**src/rtl/vdp_pkg.sv**
```systemverilog
// ============================================================================
// Module      : vdp_pkg
// Description : Shared types and constants for the draw-domain tile fetch path.
// Revision    : 1.0 - initial release
// ============================================================================
`default_nettype none

package vdp_pkg;

  typedef enum logic [1:0] {
    IDLE  = 2'd0,
    PRIME = 2'd1,
    FETCH = 2'd2
  } fetch_state_t;

  localparam int TILE_PX = 4;
  // Each fetched word is pixel-doubled, so the line buffer advances 8 px per fetch
  localparam int LB_STEP = 2 * TILE_PX;
  localparam int LB_XW   = 12;

endpackage

`default_nettype wire

```
**src/rtl/tile_fetch_sequencer.sv**
```systemverilog
// ============================================================================
// Module      : tile_fetch_sequencer
// Description : Sequences tile-BRAM fetches for one display line per line pulse;
//               owns the frame counter, frame-synchronous scroll and overrun flag.
// Revision    : 1.0 - initial release
// ============================================================================
`default_nettype none

module tile_fetch_sequencer
  import vdp_pkg::*;
#(
  parameter int CORDW          = 11,
  parameter int WORDS_PER_LINE = 80,
  parameter int LINES          = 480
) (
  input  logic             clk_draw,
  input  logic             rst_draw,
  input  logic             line,
  input  logic             frame,
  input  logic [CORDW-1:0] sy,
  input  logic             scroll_we,
  input  logic [11:0]      scroll_x,
  output logic             fetch_valid,
  output logic             first,
  output logic [4:0]       tile_y,
  output logic [4:0]       tile_x,
  output logic [2:0]       tile_row,
  output logic             tile_col,
  output logic [11:0]      lb_x,
  output logic             bufsel,
  output logic             busy,
  output logic             overrun,
  output logic [11:0]      frame_counter
);

  localparam int KW = $clog2(WORDS_PER_LINE);

  fetch_state_t     state_q, state_d;
  logic [KW-1:0]    k_q, k_d;
  logic [LB_XW-1:0] scroll_pend_q, scroll_pend_d;
  logic [LB_XW-1:0] scroll_cur_q, scroll_cur_d;
  logic [11:0]      frame_counter_q, frame_counter_d;
  logic             overrun_q, overrun_d;
  logic             bufsel_q, bufsel_d;
  logic             busy_q, busy_d;
  logic             fetch_valid_q, fetch_valid_d;
  logic             first_q, first_d;
  logic [4:0]       tile_y_q, tile_y_d;
  logic [4:0]       tile_x_q, tile_x_d;
  logic [2:0]       tile_row_q, tile_row_d;
  logic             tile_col_q, tile_col_d;
  logic [LB_XW-1:0] lb_x_q, lb_x_d;

  logic [8:0]       t_next;
  logic             emit;
  logic             overrun_set;
  logic [KW-1:0]    fk;

  always_comb begin
    t_next          = (sy >= CORDW'(LINES - 1)) ? 9'd0 : 9'(sy + CORDW'(1));
    state_d         = state_q;
    k_d             = k_q;
    bufsel_d        = bufsel_q;
    tile_y_d        = tile_y_q;
    tile_row_d      = tile_row_q;
    tile_x_d        = tile_x_q;
    tile_col_d      = tile_col_q;
    lb_x_d          = lb_x_q;
    fetch_valid_d   = 1'b0;
    first_d         = 1'b0;
    emit            = 1'b0;
    overrun_set     = 1'b0;
    fk              = k_q;

    case (state_q)
      IDLE: begin
        if (line) state_d = PRIME;
      end
      PRIME: begin
        if (line) begin
          overrun_set = 1'b1;
        end else begin
          // Row fields and buffer select are fixed for the whole line
          state_d    = FETCH;
          tile_y_d   = t_next[8:4];
          tile_row_d = t_next[3:1];
          bufsel_d   = t_next[0];
          fk         = '0;
          k_d        = KW'(1);
          emit       = 1'b1;
        end
      end
      FETCH: begin
        if (line) begin
          overrun_set = 1'b1;
          state_d     = PRIME;
        end else if (k_q == KW'(WORDS_PER_LINE)) begin
          state_d = IDLE;
        end else begin
          k_d  = k_q + KW'(1);
          emit = 1'b1;
        end
      end
      default: state_d = IDLE;
    endcase

    if (emit) begin
      fetch_valid_d = 1'b1;
      first_d       = (fk == '0);
      tile_x_d      = fk[5:1];
      tile_col_d    = fk[0];
      lb_x_d        = scroll_cur_q + LB_XW'(fk) * LB_XW'(LB_STEP);
    end

    busy_d          = (state_d != IDLE);
    overrun_d       = overrun_set ? 1'b1 : (frame ? 1'b0 : overrun_q);
    // A write coinciding with frame reaches scroll_cur directly through pend_d
    scroll_pend_d   = scroll_we ? scroll_x : scroll_pend_q;
    scroll_cur_d    = frame ? scroll_pend_d : scroll_cur_q;
    frame_counter_d = frame_counter_q + {11'd0, frame};
  end

  always_ff @(posedge clk_draw or posedge rst_draw) begin
    if (rst_draw) begin
      state_q         <= IDLE;
      k_q             <= '0;
      scroll_pend_q   <= '0;
      scroll_cur_q    <= '0;
      frame_counter_q <= '0;
      overrun_q       <= 1'b0;
      bufsel_q        <= 1'b0;
      busy_q          <= 1'b0;
      fetch_valid_q   <= 1'b0;
      first_q         <= 1'b0;
      tile_y_q        <= '0;
      tile_x_q        <= '0;
      tile_row_q      <= '0;
      tile_col_q      <= 1'b0;
      lb_x_q          <= '0;
    end else begin
      state_q         <= state_d;
      k_q             <= k_d;
      scroll_pend_q   <= scroll_pend_d;
      scroll_cur_q    <= scroll_cur_d;
      frame_counter_q <= frame_counter_d;
      overrun_q       <= overrun_d;
      bufsel_q        <= bufsel_d;
      busy_q          <= busy_d;
      fetch_valid_q   <= fetch_valid_d;
      first_q         <= first_d;
      tile_y_q        <= tile_y_d;
      tile_x_q        <= tile_x_d;
      tile_row_q      <= tile_row_d;
      tile_col_q      <= tile_col_d;
      lb_x_q          <= lb_x_d;
    end
  end

  assign fetch_valid   = fetch_valid_q;
  assign first         = first_q;
  assign tile_y        = tile_y_q;
  assign tile_x        = tile_x_q;
  assign tile_row      = tile_row_q;
  assign tile_col      = tile_col_q;
  assign lb_x          = lb_x_q;
  assign bufsel        = bufsel_q;
  assign busy          = busy_q;
  assign overrun       = overrun_q;
  assign frame_counter = frame_counter_q;

endmodule

`default_nettype wire

```
**config.mk**
```make
export PLATFORM = sky130hd
export DESIGN_NAME = tile_fetch_sequencer
export DESIGN_NICKNAME = d
export VERILOG_FILES = /design/src/rtl/vdp_pkg.sv /design/src/rtl/tile_fetch_sequencer.sv
export SDC_FILE = /design/constraint.sdc
export NUM_CORES = 1
export LEC_CHECK = 0
export BUFFER_PORTS_ARGS = -buffer_cell sky130_fd_sc_hd__buf_4
export CORE_MARGIN = 2
export CORE_UTILIZATION = 50
export CTS_BUF_LIST = sky130_fd_sc_hd__clkbuf_4 sky130_fd_sc_hd__clkbuf_8 sky130_fd_sc_hd__clkbuf_16
export CTS_CLUSTER_DIAMETER = 200
export DETAILED_ROUTE_END_ITERATION = 10
export GPL_TIMING_DRIVEN = 0
export HOLD_SLACK_MARGIN = 0.02
export MAX_ROUTING_LAYER = met4
export PLACE_DENSITY = 0.74
export SKIP_LAST_GASP = 1
export SLEW_MARGIN = 10
export SYNTH_ARGS = -nofsm -noshare
export SYNTH_HDL_FRONTEND = slang
export SYNTH_SLANG_ARGS = --single-unit
```
**constraint.sdc**
```tcl
create_clock -name clk_draw -period 4.3 [get_ports clk_draw]
set_input_delay 0.43 -clock clk_draw [delete_from_list [all_inputs] [get_ports clk_draw]]
set_output_delay 0.43 -clock clk_draw [all_outputs]
set_load 0.01 [all_outputs]
```
; After elaboration in Yosys (flattened, before gate mapping)
; Index checks and enable logic that the tools add are counted.
[word_totals]
register_bits = 76
out_inout_bits = 43
[op_classes]
n_addsub = 4
order_cmp = 1
n_eq_ne = 6
muxes = 23
n_bitwise = 1
n_reduce_logical = 8
[op_table]
columns = cell, n
row1 = $mux W7, 5
row2 = $pmux W7 S2, 1
row3 = $add A12 B1 Y12, 1
row4 = $add A12 B10 Y12, 1
row5 = $mux W12, 1
row6 = $ge A11 B9 Y1 const B, 1
row7 = $add A9 B1 Y9 const B, 1
row8 = $mux W1, 9
row9 = $mux W9, 1
row10 = $mux W2, 4
row11 = $add A7 B1 Y7 const B, 1
row12 = $eq A7 B7 Y1 const B, 1
row13 = $logic_not A7 Y1, 1
row14 = $ne A2 B2 Y1 const B, 3
row15 = $pmux W2 S3, 1
row16 = $reduce_bool A2 Y1, 3
row17 = $reduce_and A4 Y1, 1
row18 = $eq A2 B1 Y1 const B, 1
row19 = $eq A2 B2 Y1 const B, 1
row20 = $logic_not A2 Y1, 1
row21 = $pmux W1 S2, 1
row22 = $reduce_and A2 Y1, 1
row23 = $reduce_or A2 Y1, 1
row24 = $not A1 Y1, 1

; Logic depth before layout (Yosys ltp)
[logic_depth]
word_depth = 5
mapped_depth = 12

; Least setup slack after synthesis
; OpenSTA, ideal clock, no wires.
[synth_timing]
path_type = reg-to-reg
startpoint = register state_q[1]
endpoint = register lb_x_q[11], in the netlist lb_x[11]
setup_ps = 121
arrival_time_ps = 2261
slack_ps = 1917
path_stages_with_launch = 12
n_path_buf = 0
path_cell_list = dfrtp_1 inv_1 ha_1 nand2_1 and2_1 ha_1 o21ai_0 a21oi_1 o31a_1 o21ai_0 xor2_1 o21ai_1
[synth_via]
elab_chain_len = 3
[synth_lines]
columns = element, line_no
row1 = from (decl), tile_fetch_sequencer.sv:38  ; fetch_state_t state_q, state_d;
row2 = from (signal assigned), tile_fetch_sequencer.sv:141  ; state_q <= state_d;
row3 = $eq A2 B1 Y1, tile_fetch_sequencer.sv:75  ; case (state_q)
row4 = $mux W7, tile_fetch_sequencer.sv:75
row5 = named net fk[3], tile_fetch_sequencer.sv:57  ; logic [KW-1:0] fk;
row6 = $add A12 B10 Y12, tile_fetch_sequencer.sv:112  ; lb_x_d = scroll_cur_q + LB_XW'(fk) * LB_XW'(LB_STEP);
row7 = to (signal assigned), tile_fetch_sequencer.sv:155  ; lb_x_q <= lb_x_d;
row8 = to (decl), tile_fetch_sequencer.sv:52  ; logic [LB_XW-1:0] lb_x_q, lb_x_d;
; The timed path passes the listed nets, and every way through them passes these cells.
; A chain may end at the register's enable or synchronous reset.

; Worst setup path after layout
; Ends and elaborated chain as after synthesis.

==> impl_metrics.json <==
{
  "status": "finished clean",
  "period_share": 0.652,
  "p_total_w": 0.00259,
  "grt_pass1_wl_um": 11300,
  "fp-row-count": 30,
  "synth-edff-count": 0,
  "post-cts-setup-buffer-count": 0,
  "drt-initial-drc-count": 93,
  "port_buffers": 70,
  "initial_utilization": 0.520,
  "grt_pass1_vias": 2463,
  "fp.dieW_um": 88.3,
  "io_pins": 71,
  "layout_setup_ws_ns": 1.50,
  "die_h_um": 88.3,
  "die_area_um2": 7800,
  "drv_slew": 0,
  "synth_cell_types": 40,
  "nNetsFinal": 440,
  "ant_nets": 0,
  "power_density_nw_per_um2": 580,
  "min_path_type": "input port to asynchronous set/reset pin",
  "cts_root_buffer": "clkbuf_8",
  "cts_tree": "done",
  "wirelength_um": 6690,
  "synthCells": 312,
  "maxClockFrequency_mhz": 357,
  "synth.area.top_cells": "dfrtp_1 54%, mux2_2 7.3%, ha_1 6.0%",
  "cts-buffers-inserted": 9,
  "yosysWarningCount": 0,
  "viasPerCell": 5.00,
  "grt_util_all_layers": 0.197,
  "synth_top_area_frac": 0.535,
  "dp_slack_ns": 1.54,
  "drt-pass1-iter-count": 4,
  "worst-setup-path-type": "flip-flop to flip-flop",
  "clk_path_buf_depth": 2,
  "numClockSinks": 76,
  "ys_top_cells_by_count": "76 x dfrtp_1, 34 x nand2_1, 28 x o21ai_0, 23 x mux2_2, 18 x inv_1",
  "fin_setup_tns_ns": 0,
  "fin_cells": 495,
  "cap_viol_max_count": 0,
  "hpwl_um": 5040,
  "async_flop_share": 1.00,
  "setup_violations": 0,
  "antenna_found_initial": 0,
  "wire_per_inst_um": 13.5,
  "yosysSeqAreaShare": 0.535,
  "cp.arrival_ns": 3.03,
  "period_needed_ns": 2.80,
  "peakVddDrop_uv": 240,
  "hold_slack_ns": 0.0279,
  "skew_ns": 0.00335,
  "diodes": 0,
  "critPathCaptureType": "flip-flop",
  "rsz0062_at_grt": "false",
  "tightest_slew_ns": 0.651,
  "drc_errors": 0,
  "slew_headroom": 0.561,
  "vias": 2476,
  "dp_cells": 479,
  "cts.repair.resized": 0,
  "synth_area_um2": 3550,
  "cp.required_ns": 4.53,
  "worst_setup_path_start_kind": "flip-flop",
  "grt_max_degree": 59,
  "synthToLayoutAreaGrowth_pct": 25.9,
  "ys.flop_type": "dfrtp_1",
  "htree_levels": 3,
  "clkTransAtPathRegs_ns": 0.08,
  "synth-seq-cells": 76,
  "leakage_nw": 2.16,
  "crit_fanout": 8,
  "cts_hold_buf": 0,
  "gp_congestion": 0.822,
  "grt_remaining_overflow": 0,
  "yosysTopAreaCell": "dfrtp_1",
  "synth.net_count": 358,
  "yosysMostFrequentCell": "dfrtp_1",
  "syn_area_per_cell_um2": 11.4,
  "hold_viol_final": 0,
  "core_area_um2": 6830,
  "clkLatencyLatePin_ns": 0.34,
  "drive_above_1_share": 0.326
}
-- per-layer routing --
metal  track usage  up-vias  part of all wire
li1              -     1231                 -
met1         0.252     1171              0.47
met2         0.302       68              0.47
met3        0.0560        6             0.052
met4        0.0689        0             0.013
met5             -        -                 0
-- power by group --
part,internal (W),switching (W),total [W]
combinational,0.000458,0.000426,0.000885
sequential,0.000912,0.000148,0.00106
clock,0.000393,0.000256,0.000649
total,0.00176,0.000830,0.00259
-- worst max-delay path: stages, from the launching register on --
cell and delay [ns]:
dfrtp_1 0.42, inv_1 0.11, ha_1 0.27, nand2_1 0.23
and2_1 0.25, ha_1 0.32, o21ai_0 0.23, a21oi_1 0.12
o31a_1 0.29, o21ai_0 0.21, xor2_1 0.18, o21ai_1 0.07
-- registers in the layout, summed over array words and instances, names as in the netlist --
register	flops
fetch_valid	1
tile_col	1
bufsel	1
scroll_cur_q	12
k_q	7
scroll_pend_q	12
frame_counter	12
overrun	1
first	1
busy	1
tile_x	5
tile_y	5
state_q	2
lb_x	12
tile_row	3
-- area by class of cell --
class / instances / area (um^2)
Multi-Input combinational cell: 211 / 1540
Fill cell: 548 / 2360
Timing Repair Buffer: 71 / 553
Inverter: 18 / 70.1
Tap cell: 96 / 120
Clock buffer: 10 / 131
Sequential cell: 76 / 1900
Buffer: 7 / 46.3
Clock inverter: 6 / 113
-- cells by family (layout without fill, tap and decap cells) --
family / count (synthesis) / in the layout / synth area share
fa+ha+maj: 18 / 18 / 0.0655
flops: 76 / 76 / 0.535
compound gates: 51 / 51 / 0.0820
mux: 33 / 33 / 0.114
buf+inv: 25 / 112 / 0.0320
xor+xnor: 24 / 24 / 0.0592
simple gates: 85 / 85 / 0.112
-- placed cells by master (no fill, tap or decap), types with 2 or more instances in the layout --
master     netlist  final
o21ai_0         28     28
mux2_4           9      9
nor2_1          17     17
clkbuf_1         2      2
mux2_2          23     23
ha_1            17     17
bufinv_16        0      3
dfrtp_1         76     76
a22o_1           2      2
a21oi_1          9      9
nor3_1           3      3
xnor2_1         12     12
nand4_1          4      4
nand2_1         34     34
and2_1           5      5
or2_2            2      2
inv_1           18     17
clkbuf_8         0      9
clkinv_4         0      2
o21ai_1          3      3
xor2_1          12     12
buf_6            2      2
nor4_1           2      2
buf_4            1     71
nand3_1         13     13
-- path summary, 6_finish.rpt --
| check | start | end | slack, ns | depth (start not counted) |
|---|---|---|---|---|
| max in group asynchronous | rst_draw | scroll_cur_q[6] | 3.72 | 3 |
| setup / recovery | state_q[1] | lb_x[11] | 1.50 | 11 |
| min in group clk_draw | sy[0] | bufsel | 0.30 | 2 |
| setup reg to reg | state_q[1] | lb_x[11] | 1.50 | 11 |
| hold / removal | rst_draw | lb_x[2] | 0.03 | 2 |
| hold reg to reg | frame_counter[11] | frame_counter[11] | 0.47 | 1 |
-- per-stage QoR --
| stage | util | instance area (um^2) |
|---|---|---|
| 2_1_floorplan | - | 3550 |
| 5_1_grt | 0.655 | 4470 |
| 6_report | 0.655 | 4470 |
| 3_5_place_dp | 0.619 | 4230 |
| 3_3_place_gp | 0.615 | 4200 |
| 4_1_cts | 0.655 | 4470 |
No activity file was read; power rests on OpenSTA's default activity.
